===== config.mk =====
export PLATFORM = sky130hd
export DESIGN_NAME = rv_multicycle_ctrl
export DESIGN_NICKNAME = d
export VERILOG_FILES = /design/src/rtl/rv_multicycle_ctrl.sv
export SDC_FILE = /design/constraint.sdc
export NUM_CORES = 1
export LEC_CHECK = 0
export BUFFER_PORTS_ARGS = -buffer_cell sky130_fd_sc_hd__buf_2
export CAP_MARGIN = 20
export CORE_UTILIZATION = 46
export CTS_BUF_LIST = sky130_fd_sc_hd__clkbuf_4 sky130_fd_sc_hd__clkbuf_8
export DETAILED_ROUTE_END_ITERATION = 16
export PLACE_DENSITY = 0.93
export RECOVER_POWER = 100
export SYNTH_ARGS = -nofsm -noshare
export SYNTH_HDL_FRONTEND = slang
export SYNTH_SLANG_ARGS = --single-unit

===== constraint.sdc =====
create_clock -name clk -period 2.2 [get_ports clk]
set_input_delay 0.33 -clock clk [delete_from_list [all_inputs] [get_ports clk]]
set_output_delay 0.33 -clock clk [all_outputs]
set_load 0.01 [all_outputs]

===== src/rtl/rv_multicycle_ctrl.sv =====
// Multi-cycle control FSM for the RV32 base core: sequences fetch/decode/execute/memory/writeback
// over a single req/ready memory port, with a bus watchdog and a sticky trap state.
module rv_multicycle_ctrl #(
    parameter int MEM_TIMEOUT = 16
) (
    input  logic        clk,
    input  logic        reset,
    input  logic [31:0] inst,
    input  logic        zero,
    input  logic        mem_ready,
    output logic        mem_req,
    output logic        mem_we,
    output logic        adr_src,
    output logic        ir_write,
    output logic        pc_write,
    output logic [1:0]  alu_src_a,
    output logic [1:0]  alu_src_b,
    output logic [3:0]  alu_control,
    output logic [1:0]  result_src,
    output logic        reg_write,
    output logic        inst_done,
    output logic        halted,
    output logic [1:0]  err_code,
    output logic [3:0]  state
);

    typedef enum logic [3:0] {
        S_FETCH  = 4'd0,
        S_DECODE = 4'd1,
        S_MEMADR = 4'd2,
        S_MEMRD  = 4'd3,
        S_MEMWB  = 4'd4,
        S_MEMWR  = 4'd5,
        S_EXEC_R = 4'd6,
        S_ALUWB  = 4'd7,
        S_BEQ    = 4'd8,
        S_TRAP   = 4'd9
    } state_t;

    localparam logic [7:0] WDOG_LAST = 8'(MEM_TIMEOUT - 1);
    localparam logic [1:0] ERR_ILLEGAL = 2'b01;
    localparam logic [1:0] ERR_TIMEOUT = 2'b10;

    state_t      state_q, state_d;
    logic [7:0]  wdog_q, wdog_d;
    logic [1:0]  err_q, err_d;

    logic        req_s, we_s, adr_s, irw_s, pcw_s, rw_s, done_s, halt_s;
    logic [1:0]  src_a_s, src_b_s, res_s;
    logic [3:0]  alu_s;
    logic        in_mem_s, timeout_s;
    logic        unused_s;

    assign unused_s  = ^{inst[31], inst[29:15], inst[11:7]};
    assign in_mem_s  = (state_q == S_FETCH) || (state_q == S_MEMRD) || (state_q == S_MEMWR);
    assign timeout_s = (wdog_q == WDOG_LAST) && !mem_ready;

    // State, watchdog and error-code registers
    always_ff @(posedge clk) begin
        if (reset) begin
            state_q <= S_FETCH;
            wdog_q  <= 8'd0;
            err_q   <= 2'b00;
        end else begin
            state_q <= state_d;
            wdog_q  <= wdog_d;
            err_q   <= err_d;
        end
    end

    // Next-state and control decode
    always_comb begin
        state_d = state_q;
        err_d   = err_q;
        req_s   = 1'b0;
        we_s    = 1'b0;
        adr_s   = 1'b0;
        irw_s   = 1'b0;
        pcw_s   = 1'b0;
        rw_s    = 1'b0;
        done_s  = 1'b0;
        halt_s  = 1'b0;
        src_a_s = 2'b00;
        src_b_s = 2'b00;
        res_s   = 2'b00;
        alu_s   = 4'b0010;
        case (state_q)
            S_FETCH: begin
                req_s   = 1'b1;
                src_b_s = 2'b10;
                res_s   = 2'b10;
                if (mem_ready) begin
                    irw_s   = 1'b1;
                    pcw_s   = 1'b1;
                    state_d = S_DECODE;
                end else if (timeout_s) begin
                    state_d = S_TRAP;
                    err_d   = ERR_TIMEOUT;
                end else begin
                    state_d = S_FETCH;
                end
            end
            S_DECODE: begin
                src_a_s = 2'b01;
                src_b_s = 2'b01;
                case (inst[6:0])
                    7'b0000011, 7'b0100011: state_d = S_MEMADR;
                    7'b0110011:             state_d = S_EXEC_R;
                    7'b1100011:             state_d = S_BEQ;
                    default: begin
                        state_d = S_TRAP;
                        err_d   = ERR_ILLEGAL;
                    end
                endcase
            end
            S_MEMADR: begin
                src_a_s = 2'b10;
                src_b_s = 2'b01;
                state_d = inst[5] ? S_MEMWR : S_MEMRD;
            end
            S_MEMRD: begin
                req_s = 1'b1;
                adr_s = 1'b1;
                if (mem_ready) begin
                    state_d = S_MEMWB;
                end else if (timeout_s) begin
                    state_d = S_TRAP;
                    err_d   = ERR_TIMEOUT;
                end else begin
                    state_d = S_MEMRD;
                end
            end
            S_MEMWB: begin
                rw_s    = 1'b1;
                res_s   = 2'b01;
                done_s  = 1'b1;
                state_d = S_FETCH;
            end
            S_MEMWR: begin
                req_s = 1'b1;
                we_s  = 1'b1;
                adr_s = 1'b1;
                if (mem_ready) begin
                    done_s  = 1'b1;
                    state_d = S_FETCH;
                end else if (timeout_s) begin
                    state_d = S_TRAP;
                    err_d   = ERR_TIMEOUT;
                end else begin
                    state_d = S_MEMWR;
                end
            end
            S_EXEC_R: begin
                src_a_s = 2'b10;
                src_b_s = 2'b00;
                state_d = S_ALUWB;
                case ({inst[30], inst[14:12]})
                    4'b0000: alu_s = 4'b0010;
                    4'b1000: alu_s = 4'b0110;
                    4'b0111: alu_s = 4'b0000;
                    4'b0110: alu_s = 4'b0001;
                    default: begin
                        state_d = S_TRAP;
                        err_d   = ERR_ILLEGAL;
                    end
                endcase
            end
            S_ALUWB: begin
                rw_s    = 1'b1;
                done_s  = 1'b1;
                state_d = S_FETCH;
            end
            S_BEQ: begin
                src_a_s = 2'b10;
                src_b_s = 2'b00;
                alu_s   = 4'b0110;
                if (inst[14:12] == 3'b000) begin
                    pcw_s   = zero;
                    done_s  = 1'b1;
                    state_d = S_FETCH;
                end else begin
                    state_d = S_TRAP;
                    err_d   = ERR_ILLEGAL;
                end
            end
            S_TRAP: begin
                halt_s  = 1'b1;
                state_d = S_TRAP;
            end
            default: begin
                state_d = S_TRAP;
                err_d   = ERR_ILLEGAL;
            end
        endcase

        // A state change means a fresh wait, so the watchdog only runs while stalled in place
        if (in_mem_s && !mem_ready && (state_d == state_q)) begin
            wdog_d = wdog_q + 8'd1;
        end else begin
            wdog_d = 8'd0;
        end
    end

    assign mem_req     = req_s  & ~reset;
    assign mem_we      = we_s   & ~reset;
    assign adr_src     = adr_s  & ~reset;
    assign ir_write    = irw_s  & ~reset;
    assign pc_write    = pcw_s  & ~reset;
    assign reg_write   = rw_s   & ~reset;
    assign inst_done   = done_s & ~reset;
    assign halted      = halt_s & ~reset;
    assign alu_src_a   = reset ? 2'b00   : src_a_s;
    assign alu_src_b   = reset ? 2'b00   : src_b_s;
    assign result_src  = reset ? 2'b00   : res_s;
    assign alu_control = reset ? 4'b0000 : alu_s;
    assign err_code    = reset ? 2'b00   : err_q;
    assign state       = reset ? 4'd0    : state_q;

endmodule


==> results.yml, run 1 <==
placement:
  finalWeightedCongestion: 0.953
  place_hpwl_mm: 2.32
  port_buffers: 37
  postPlaceCellArea_um2: 1370
job:
  cap_violations: 0
sta:
  max_freq_ghz: 0.473
  worst_slew_pin_slew_ps: 522
  period_share: 0.961
  finalClockSkew_ps: 6.41
  slew_headroom: 0.649
  rsz0062_at_grt: "yes"
  finalHoldWorstSlack_ps: 474
  setup_viol_count_final: 0
  final-hold-violation-count: 0
  min_period_ps: 2110
  slew_violations: 0
power:
  power-per-cell-area_nw_per_um2: 496
  ir_drop_v: 0.000352
  p_leak_nw: 0.617
critical_path:
  crit_path_frequent_cell: "buf_4"
  path_delay_family: "buffers and inverters"
  critical_path_class: "flip-flop to primary output"
  worstPathRequired_ps: 1870
  start_kind: "flip-flop"
  cp_max_fo: 14
  slowest_delay_ps: 400
  cp_slowest_cell: "dfxtp_4"
  worstSetupEndpointType: "primary output"
  path_cells: "buf_4 > nor4_4 > buf_4 > nand3_1 > a21oi_2 > a31oi_1 > nor2_1 > buf_2"
  crit_buf_inv: 3
  cp_data_arrival_time_ps: 1780
clocking:
  cts_made_buffers: 3
  cts_buffer_depth: 2
  cts_tree: "yes"
  cts_root_buf: "clkbuf_4"
  clk_latency_ps: 280
  cts_resized: 1
  htree_levels: 1
  cts_hold_buffers: 0
  clock-sinks: 14
  cts_setup_buffers: 0
  cts.clk_slew.worst_paths_ps: 80
layout:
  fill_cells: 209
  final_nets: 234
  layout-drive-gt1-share: 0.321
  fin_area_um2: 1440
  syn_to_final_growth_pct: 26.9
  antennaDiodeCount: 0
synth:
  yosys-top-cells-count: "nor2_1 (20), dfxtp_1 (14), a21oi_1 (10), nand2_1 (10), nor4_1 (8)"
  synth_area_leaders: "dfxtp_1 (25%), nor2_1 (6.6%), a21oi_1 (4.4%)"
  netlist_instances: 155
  yosysTopAreaCellShare: 0.248
  ys_ff_latch: 14
  ys.flop_type: "dfxtp_1"
  synth_area_um2: 1130
  synth-seq-area-share: 0.248
  synth.distinct_cells: 47
  yosysMostFrequentCell: "nor2_1"
  syn_area_per_cell_um2: 7.30
  synth_area_leader_cell: "dfxtp_1"
  yosysWarnings: 0
  synth_enable_flop_cells: 0
  async_reset_ff_frac: 0
  syn-num-nets: 192
grt:
  grt.total_usage: 0.233
  grt_max_degree: 24
  grt_pass1_vias: 1187
  grt_pass1_wl_mm: 4.77
  antenna_found_initial: 0
  grt-ovfl-total: 0
die:
  die_h_um: 51.6
  rows: 17
  ios: 60
  start_util: 0.502
  die-area_um2: 2660
  core_area_um2: 2250
  die_x_um: 51.6
drt:
  viasPerCell: 5.80
  ant_nets: 0
  first_pass_iters: 4
  vias: 1299
  routedWlPerCell_um: 13.2
  drt_iter0_drc: 30
  drcViolationCount: 0
  wirelength_mm: 2.96
status:
  status: "completed"
min_path:
  hold_class: "flip-flop to flip-flop"
cells by family after synthesis:
family / after synthesis / synth area share
xor gates and xnor gates: 7 / 0.0542
buffers and inverters: 17 / 0.0708
other: 1 / 0.00332
and+or+nand+nor: 77 / 0.371
DFF: 14 / 0.248
muxes: 3 / 0.0299
AOI/OAI and AO/OA: 34 / 0.204
adders and majority gates: 2 / 0.0199
cells in the final DEF (no fill, tap or decap), types with 7 or more instances in the layout:
master    n
nor2_1   20
nor3_1    7
o21ai_0   7
buf_4    10
buf_2    36
nand2_1  10
dfxtp_1  11
a21oi_1   9
inv_1     7
nor4_1    7
per-layer routing:
metal	part of all wire	wire length [um]	global-route usage
met1	0.42	1260	0.246
met2	0.50	1490	0.448
met3	0.051	151	0.0380
met4	0.023	68	0.0946
met5	0	0	0
stage by stage:
| stage | cells | TNS [ps] | setup WS (ps) | power (mW) | utilization |
|---|---|---|---|---|---|
| 3_3_place_gp | 220 | 0 | 137 | 0.522 | 0.609 |
| 4_1_cts | 224 | 0 | 30.9 | 0.714 | 0.625 |
| 2_1_floorplan | 155 | 0 | 315 | 0.443 | - |
| 5_1_grt | 224 | -34.1 | -34.1 | 0.757 | 0.637 |
| 6_report | 224 | 0 | 86.2 | 0.712 | 0.637 |
| 3_5_place_dp | 220 | 0 | 109 | 0.531 | 0.609 |
cell type report:
| cell class | instances | area, um^2 | area share |
|---|---|---|---|
| Tap cell | 28 | 35.0 | 0.0244 |
| Timing Repair Buffer | 47 | 259 | 0.180 |
| Inverter | 7 | 26.3 | 0.0183 |
| Clock buffer | 4 | 36.3 | 0.0253 |
| Sequential cell | 14 | 287 | 0.200 |
| Multi-Input combinational cell | 124 | 792 | 0.552 |
registers in the layout, indices dropped and copies added (netlist names):
name     count
wdog_q       8
state_q      4
err_q        2
report_power, final:
part | switching [mW] | internal [mW] | total (mW) | leakage, nW
logic | 0.141 | 0.110 | 0.250 | 0.480
clock network | 0.0795 | 0.101 | 0.180 | 0.0210
registers | 0.0148 | 0.267 | 0.282 | 0.115
final timing paths:
kind / startpoint / to / slack [ps] / depth (start not counted)
worst max-delay path: state_q[0] / inst_done / 90 / 8
worst max register to register: state_q[1] / wdog_q[3] / 220 / 5
worst min register to register: wdog_q[0] / wdog_q[0] / 470 / 1
worst min-delay path: wdog_q[0] / wdog_q[0] / 470 / 1
Power figures use the tool's default switching activity.
==> run 2: changes to the inputs <==
--- a/config.mk
+++ b/config.mk
@@ -5,12 +5,14 @@
 export SDC_FILE = /design/constraint.sdc
 export NUM_CORES = 1
 export LEC_CHECK = 0
-export BUFFER_PORTS_ARGS = -buffer_cell sky130_fd_sc_hd__buf_2
+export BUFFER_PORTS_ARGS = -buffer_cell sky130_fd_sc_hd__buf_4
 export CAP_MARGIN = 20
-export CORE_UTILIZATION = 46
+export CELL_PAD_IN_SITES_DETAIL_PLACEMENT = 0
+export CELL_PAD_IN_SITES_GLOBAL_PLACEMENT = 2
+export CORE_UTILIZATION = 23
 export CTS_BUF_LIST = sky130_fd_sc_hd__clkbuf_4 sky130_fd_sc_hd__clkbuf_8
 export DETAILED_ROUTE_END_ITERATION = 16
-export PLACE_DENSITY = 0.93
+export PLACE_DENSITY = 0.91
 export RECOVER_POWER = 100
 export SYNTH_ARGS = -nofsm -noshare
 export SYNTH_HDL_FRONTEND = slang
==> run 2 against run 1 <==
  * Die area rose by 95%
  * Worst setup slack better by 68 ps
  * Clock skew down 1.9 ps
  * Clock power up 39%
  * Critical path type unchanged
  * First-iteration DRC count increased to 3.1 times the previous value
==> results.yml, run 2 (synthesis gave the netlist of run 1 again) <==
status:
  status: "completed"
critical_path:
  crit_path_frequent_cell: "nor2_1"
  startpoint: "state_q[2]"
  worstSetupEndpointType: "primary output"
  cp_slowest_cell: "or4_1"
  crit_cells: 5
  cp_max_fo: 11
  critical_path_class: "flip-flop to primary output"
  regToRegSetupSlack_ps: 180
  reg2reg_to: "wdog_q[0]"
  start_kind: "flip-flop"
  r2r_start: "state_q[2]"
  cp_data_arrival_time_ps: 1720
  worstPathRequired_ps: 1870
  reg2regPathDepth: 5
  crit_buf_inv: 2
  critPathCapture: "mem_req"
  path_delay_family: "simple AND/OR/NAND/NOR gates"
  slowest_delay_ps: 560
  path_cells: "or4_1 > nor2_1 > nor2_1 > inv_1 > clkbuf_1"
layout:
  most-common-layout-cells: "buf_4 (39), nor2_1 (21), clkbuf_1 (14)"
  layout_commonest_cell: "buf_4"
  antennaDiodeCount: 0
  syn_to_final_growth_pct: 39.4
  reg.largest.list: "wdog_q (8), state_q (4), err_q (2)"
  final_nets: 240
  layout-drive-gt1-share: 0.267
  regMostFlops: "wdog_q"
  largest_reg_flops: 8
power:
  power-per-cell-area_nw_per_um2: 507
  clock_power_share: 0.314
  p_comb_frac: 0.335
  switchingPower_mw: 0.249
  intPower_mw: 0.550
  p_seq_frac: 0.351
  p_leak_nw: 0.616
  total_power_mw: 0.799
  p_sw_frac: 0.311
  ir_drop_v: 0.000310
placement:
  port_buffers: 37
  finalWeightedCongestion: 0.789
  place_hpwl_mm: 2.56
die:
  start_util: 0.239
  die_x_um: 72.1
  die-area_um2: 5200
  ios: 60
  rows: 25
  core_area_um2: 4720
  die_h_um: 72.1
clocking:
  cts_root_buf: "clkbuf_8"
  cts.clk_slew.worst_paths_ps: 60
  clock-sinks: 14
  cts_hold_buffers: 0
  htree_levels: 1
  cts_buffer_depth: 2
  cts_tree: "yes"
  cts_made_buffers: 3
  clk_latency_ps: 250
sta:
  worst_slew_pin_slew_ps: 498
  min_period_ps: 2050
  finalSetupTns_ps: 0
  period_share: 0.930
  rsz0062_at_grt: "no"
  slew_headroom: 0.665
  setup_viol_count_final: 0
  final-hold-violation-count: 0
  max_freq_ghz: 0.489
  finalClockSkew_ps: 4.56
  slew_violations: 0
  finalHoldWorstSlack_ps: 479
drt:
  drt_iter0_drc: 92
  viasPerCell: 4.74
  first_pass_iters: 4
  drcViolationCount: 0
  routedWlPerCell_um: 12.4
  vias: 1274
  wirelength_mm: 3.34
  ant_nets: 0
grt:
  antenna_found_initial: 0
  grt_max_degree: 24
  grt.total_usage: 0.136
  grt_pass1_vias: 1220
  grt-ovfl-total: 0
  grt_pass1_wl_mm: 5.66
min_path:
  hold_class: "input port to flip-flop"
  hold_depth: 4
job:
  cap_violations: 0
run 2: cell count changes in the layout (fill, tap and decap cells not counted), moves of 3 or more:
cell      previous run  this run
buf_2               36         0
buf_4               10        39
clkbuf_8             1         4
clkbuf_4             3         0
clkbuf_1             1        14
run 2: layer usage:
metal  global-route usage  part of all wire
met1                0.164              0.46
met2                0.249              0.49
met3               0.0292             0.040
met4               0.0261            0.0036
met5                    0                 0
run 2: worst min path at each step:
stage | from | endpoint | slack [ps]
final | inst[6] | state_q[2] | 480
after global routing | wdog_q[0] | wdog_q[0] | 520
after CTS | wdog_q[0] | wdog_q[0] | 480
after detailed placement | wdog_q[0] | wdog_q[0] | 470
after global placement | wdog_q[0] | wdog_q[0] | 460
after floorplan | wdog_q[0] | wdog_q[0] | 430
run 2: tightest hold or removal path: stages:
cell	delay, ps
buf_4	100
o21ai_0	80
o21ai_0	130
nor3_1	50
run 2: cell type report:
class,count,area (um^2)
Fill cell,531,3150
Multi-Input combinational cell,124,782
Timing Repair Buffer,53,345
Sequential cell,14,284
Tap cell,67,83.8
Clock buffer,4,55.1
Inverter,7,26.3
run 2: stage by stage:
step / setup slack (ps) / utilization / cell area [um^2] / std cells
after global routing: 23.1 / 0.334 / 1580 / 269
after CTS: 87.5 / 0.342 / 1610 / 269
after detailed placement: 82.6 / 0.330 / 1560 / 265
final: 154 / 0.334 / 1580 / 269
after global placement: 120 / 0.330 / 1560 / 265
after floorplan: 315 / - / 1130 / 155
run 2: timing repair:
action | in CTS | in global routing
gates resized for setup | 0 | 6
hold endpoints to repair | 0 | 0
setup endpoints to repair | 0 | 5
buffers inserted | 0 | 0
run 2: power by group through the flow:
| stage | combinational [mW] | sequential (mW) | clock (mW) |
|---|---|---|---|
| global placement | 0.278 | 0.285 | 0 |
| CTS | 0.280 | 0.280 | 0.259 |
| floorplan | 0.165 | 0.278 | 0 |
| finish | 0.268 | 0.280 | 0.251 |
| detailed placement | 0.279 | 0.285 | 0 |
| global route | 0.301 | 0.282 | 0.270 |
==> run 3: changes to the inputs <==
--- a/config.mk
+++ b/config.mk
@@ -9,10 +9,10 @@
 export CAP_MARGIN = 20
 export CELL_PAD_IN_SITES_DETAIL_PLACEMENT = 0
 export CELL_PAD_IN_SITES_GLOBAL_PLACEMENT = 2
-export CORE_UTILIZATION = 23
+export CORE_UTILIZATION = 21
 export CTS_BUF_LIST = sky130_fd_sc_hd__clkbuf_4 sky130_fd_sc_hd__clkbuf_8
 export DETAILED_ROUTE_END_ITERATION = 16
-export PLACE_DENSITY = 0.91
+export PLACE_DENSITY = 0.88
 export RECOVER_POWER = 100
 export SYNTH_ARGS = -nofsm -noshare
 export SYNTH_HDL_FRONTEND = slang
==> constraint.sdc (replaced) <==
create_clock -name clk -period 1.79 [get_ports clk]
set_input_delay 0.2685 -clock clk [delete_from_list [all_inputs] [get_ports clk]]
set_output_delay 0.2685 -clock clk [all_outputs]
set_load 0.01 [all_outputs]
==> run 3 against run 2 <==
  * Non-clock buffer count up 35
  * Wire length up 13%
  * The flow now finishes with violations (negative setup slack)
  * Sequential cell count unchanged
  * Critical endpoint is now ir_write
==> results.yml, run 3 (synthesis gave the netlist of run 1 again) <==
clocking:
  cts.clk_slew.worst_paths_ps: 60
  cts_root_buf: "clkbuf_8"
  clk_latency_ps: 250
  cts_hold_buffers: 0
  cts_made_buffers: 3
  cts_buffer_depth: 2
  clock-sinks: 14
  cts_tree: "yes"
  htree_levels: 1
drt:
  wirelength_mm: 3.77
  routedWlPerCell_um: 12.3
  drcViolationCount: 0
  first_pass_iters: 4
  vias: 1417
  ant_nets: 0
  drt_iter0_drc: 60
  viasPerCell: 4.62
power:
  total_power_mw: 1.16
  p_leak_nw: 0.872
  intPower_mw: 0.792
  power-per-cell-area_nw_per_um2: 564
  ir_drop_v: 0.000303
  clock_power_share: 0.271
  p_seq_frac: 0.294
  switchingPower_mw: 0.368
  p_comb_frac: 0.434
  p_sw_frac: 0.317
job:
  cap_violations: 0
sta:
  setup_viol_count_final: 13
  max_freq_ghz: 0.521
  final-hold-violation-count: 0
  finalSetupTns_ps: -611
  period_share: 1.07
  finalClockSkew_ps: 4.57
  min_period_ps: 1920
  fin_ws_ps: -128
  rsz0062_at_grt: "yes"
  slew_violations: 0
layout:
  layout-drive-gt1-share: 0.527
  most-common-layout-cells: "buf_4 (80), nor2_1 (14), nand2_1 (10), a21oi_1 (10), dfxtp_1 (9)"
  fill_cells: 570
  regMostFlops: "wdog_q"
  final_nets: 275
  reg.largest.list: "wdog_q (8), state_q (4), err_q (2)"
  antennaDiodeCount: 0
  stdcell_count: 307
  syn_to_final_growth_pct: 81.9
  largest_reg_flops: 8
  layout_commonest_cell: "buf_4"
  fin_util: 0.400
die:
  die-area_um2: 5680
  rows: 26
  die_h_um: 75.4
  core_area_um2: 5140
  ios: 60
  die_x_um: 75.4
  start_util: 0.220
grt:
  grt_pass1_wl_mm: 5.86
  grt.total_usage: 0.133
  antenna_found_initial: 0
  grt_max_degree: 24
  grt_pass1_vias: 1284
  grt-ovfl-total: 0
critical_path:
  worstPathRequired_ps: 1520
  regToRegSetupSlack_ps: -60
  start_kind: "flip-flop"
  cp_max_fo: 4
  cp_data_arrival_time_ps: 1650
  critical_path_class: "flip-flop to primary output"
  worstSetupEndpointType: "primary output"
status:
  status: "finished with violations"
  violations: "negative setup slack"
placement:
  port_buffers: 37
  place_hpwl_mm: 2.84
  finalWeightedCongestion: 0.822
  place_inst: 295
min_path:
  hold_class: "flip-flop to flip-flop"
-- run 3: cell types whose count changed in the layout (fill, tap and decap cells not counted), sizes merged --
cell,before,now
buf,39,87
clkbuf,18,5
-- run 3: area by class of cell --
cell class,instances,area (um^2),share of cell area
Tap cell,70,87.6,0.0426
Inverter,7,28.8,0.0140
Clock buffer,4,55.1,0.0268
Sequential cell,14,289,0.141
Multi-Input combinational cell,124,910,0.442
Timing Repair Buffer,88,687,0.334
-- run 3: per-stage QoR --
step                cell area (um^2)  worst slack (ps)  hold slack, ps
global route                    2060              -222             477
floorplan                       1140             -46.9             432
CTS                             1980              -123             464
global placement                1770              -172             441
finish                          2060              -128             452
detailed placement              1770              -218             461
-- run 3: path summary, 6_finish.rpt --
| kind | startpoint | to | cells after the start |
|---|---|---|---|
| worst max-delay path | state_q[2] | ir_write | 5 |
| worst min-delay path | wdog_q[0] | wdog_q[0] | 1 |
| worst max register to register | state_q[2] | err_q[0] | 5 |
| worst min register to register | wdog_q[0] | wdog_q[0] | 1 |
-- run 3: repair_timing --
item                       CTS  global route
setup endpoints to repair   19            21
buffers inserted             5             3
pin swaps                    9            10
gates resized for setup     29            19
-- run 3: worst max-delay path, cell delays in order, from the launching register on --
cell,delay (ps)
dfxtp_2,340
or4_4,560
nor2_4,160
buf_6,110
and2_4,130
buf_6,90
-- run 3: routing by layer --
metal,track usage,wire (um),vias to the layer above
li1,-,-,725
met1,0.167,1730,663
met2,0.246,1930,27
met3,0.0159,91,2
met4,0.0247,23,0
met5,0,0,-
-- run 3: power groups by stage --
stage | Combinational [mW] | Clock [mW] | Sequential, mW
CTS | 0.476 | 0.325 | 0.341
floorplan | 0.208 | 0 | 0.342
global placement | 0.412 | 0 | 0.347
finish | 0.504 | 0.314 | 0.342
detailed placement | 0.413 | 0 | 0.348
global route | 0.549 | 0.332 | 0.344
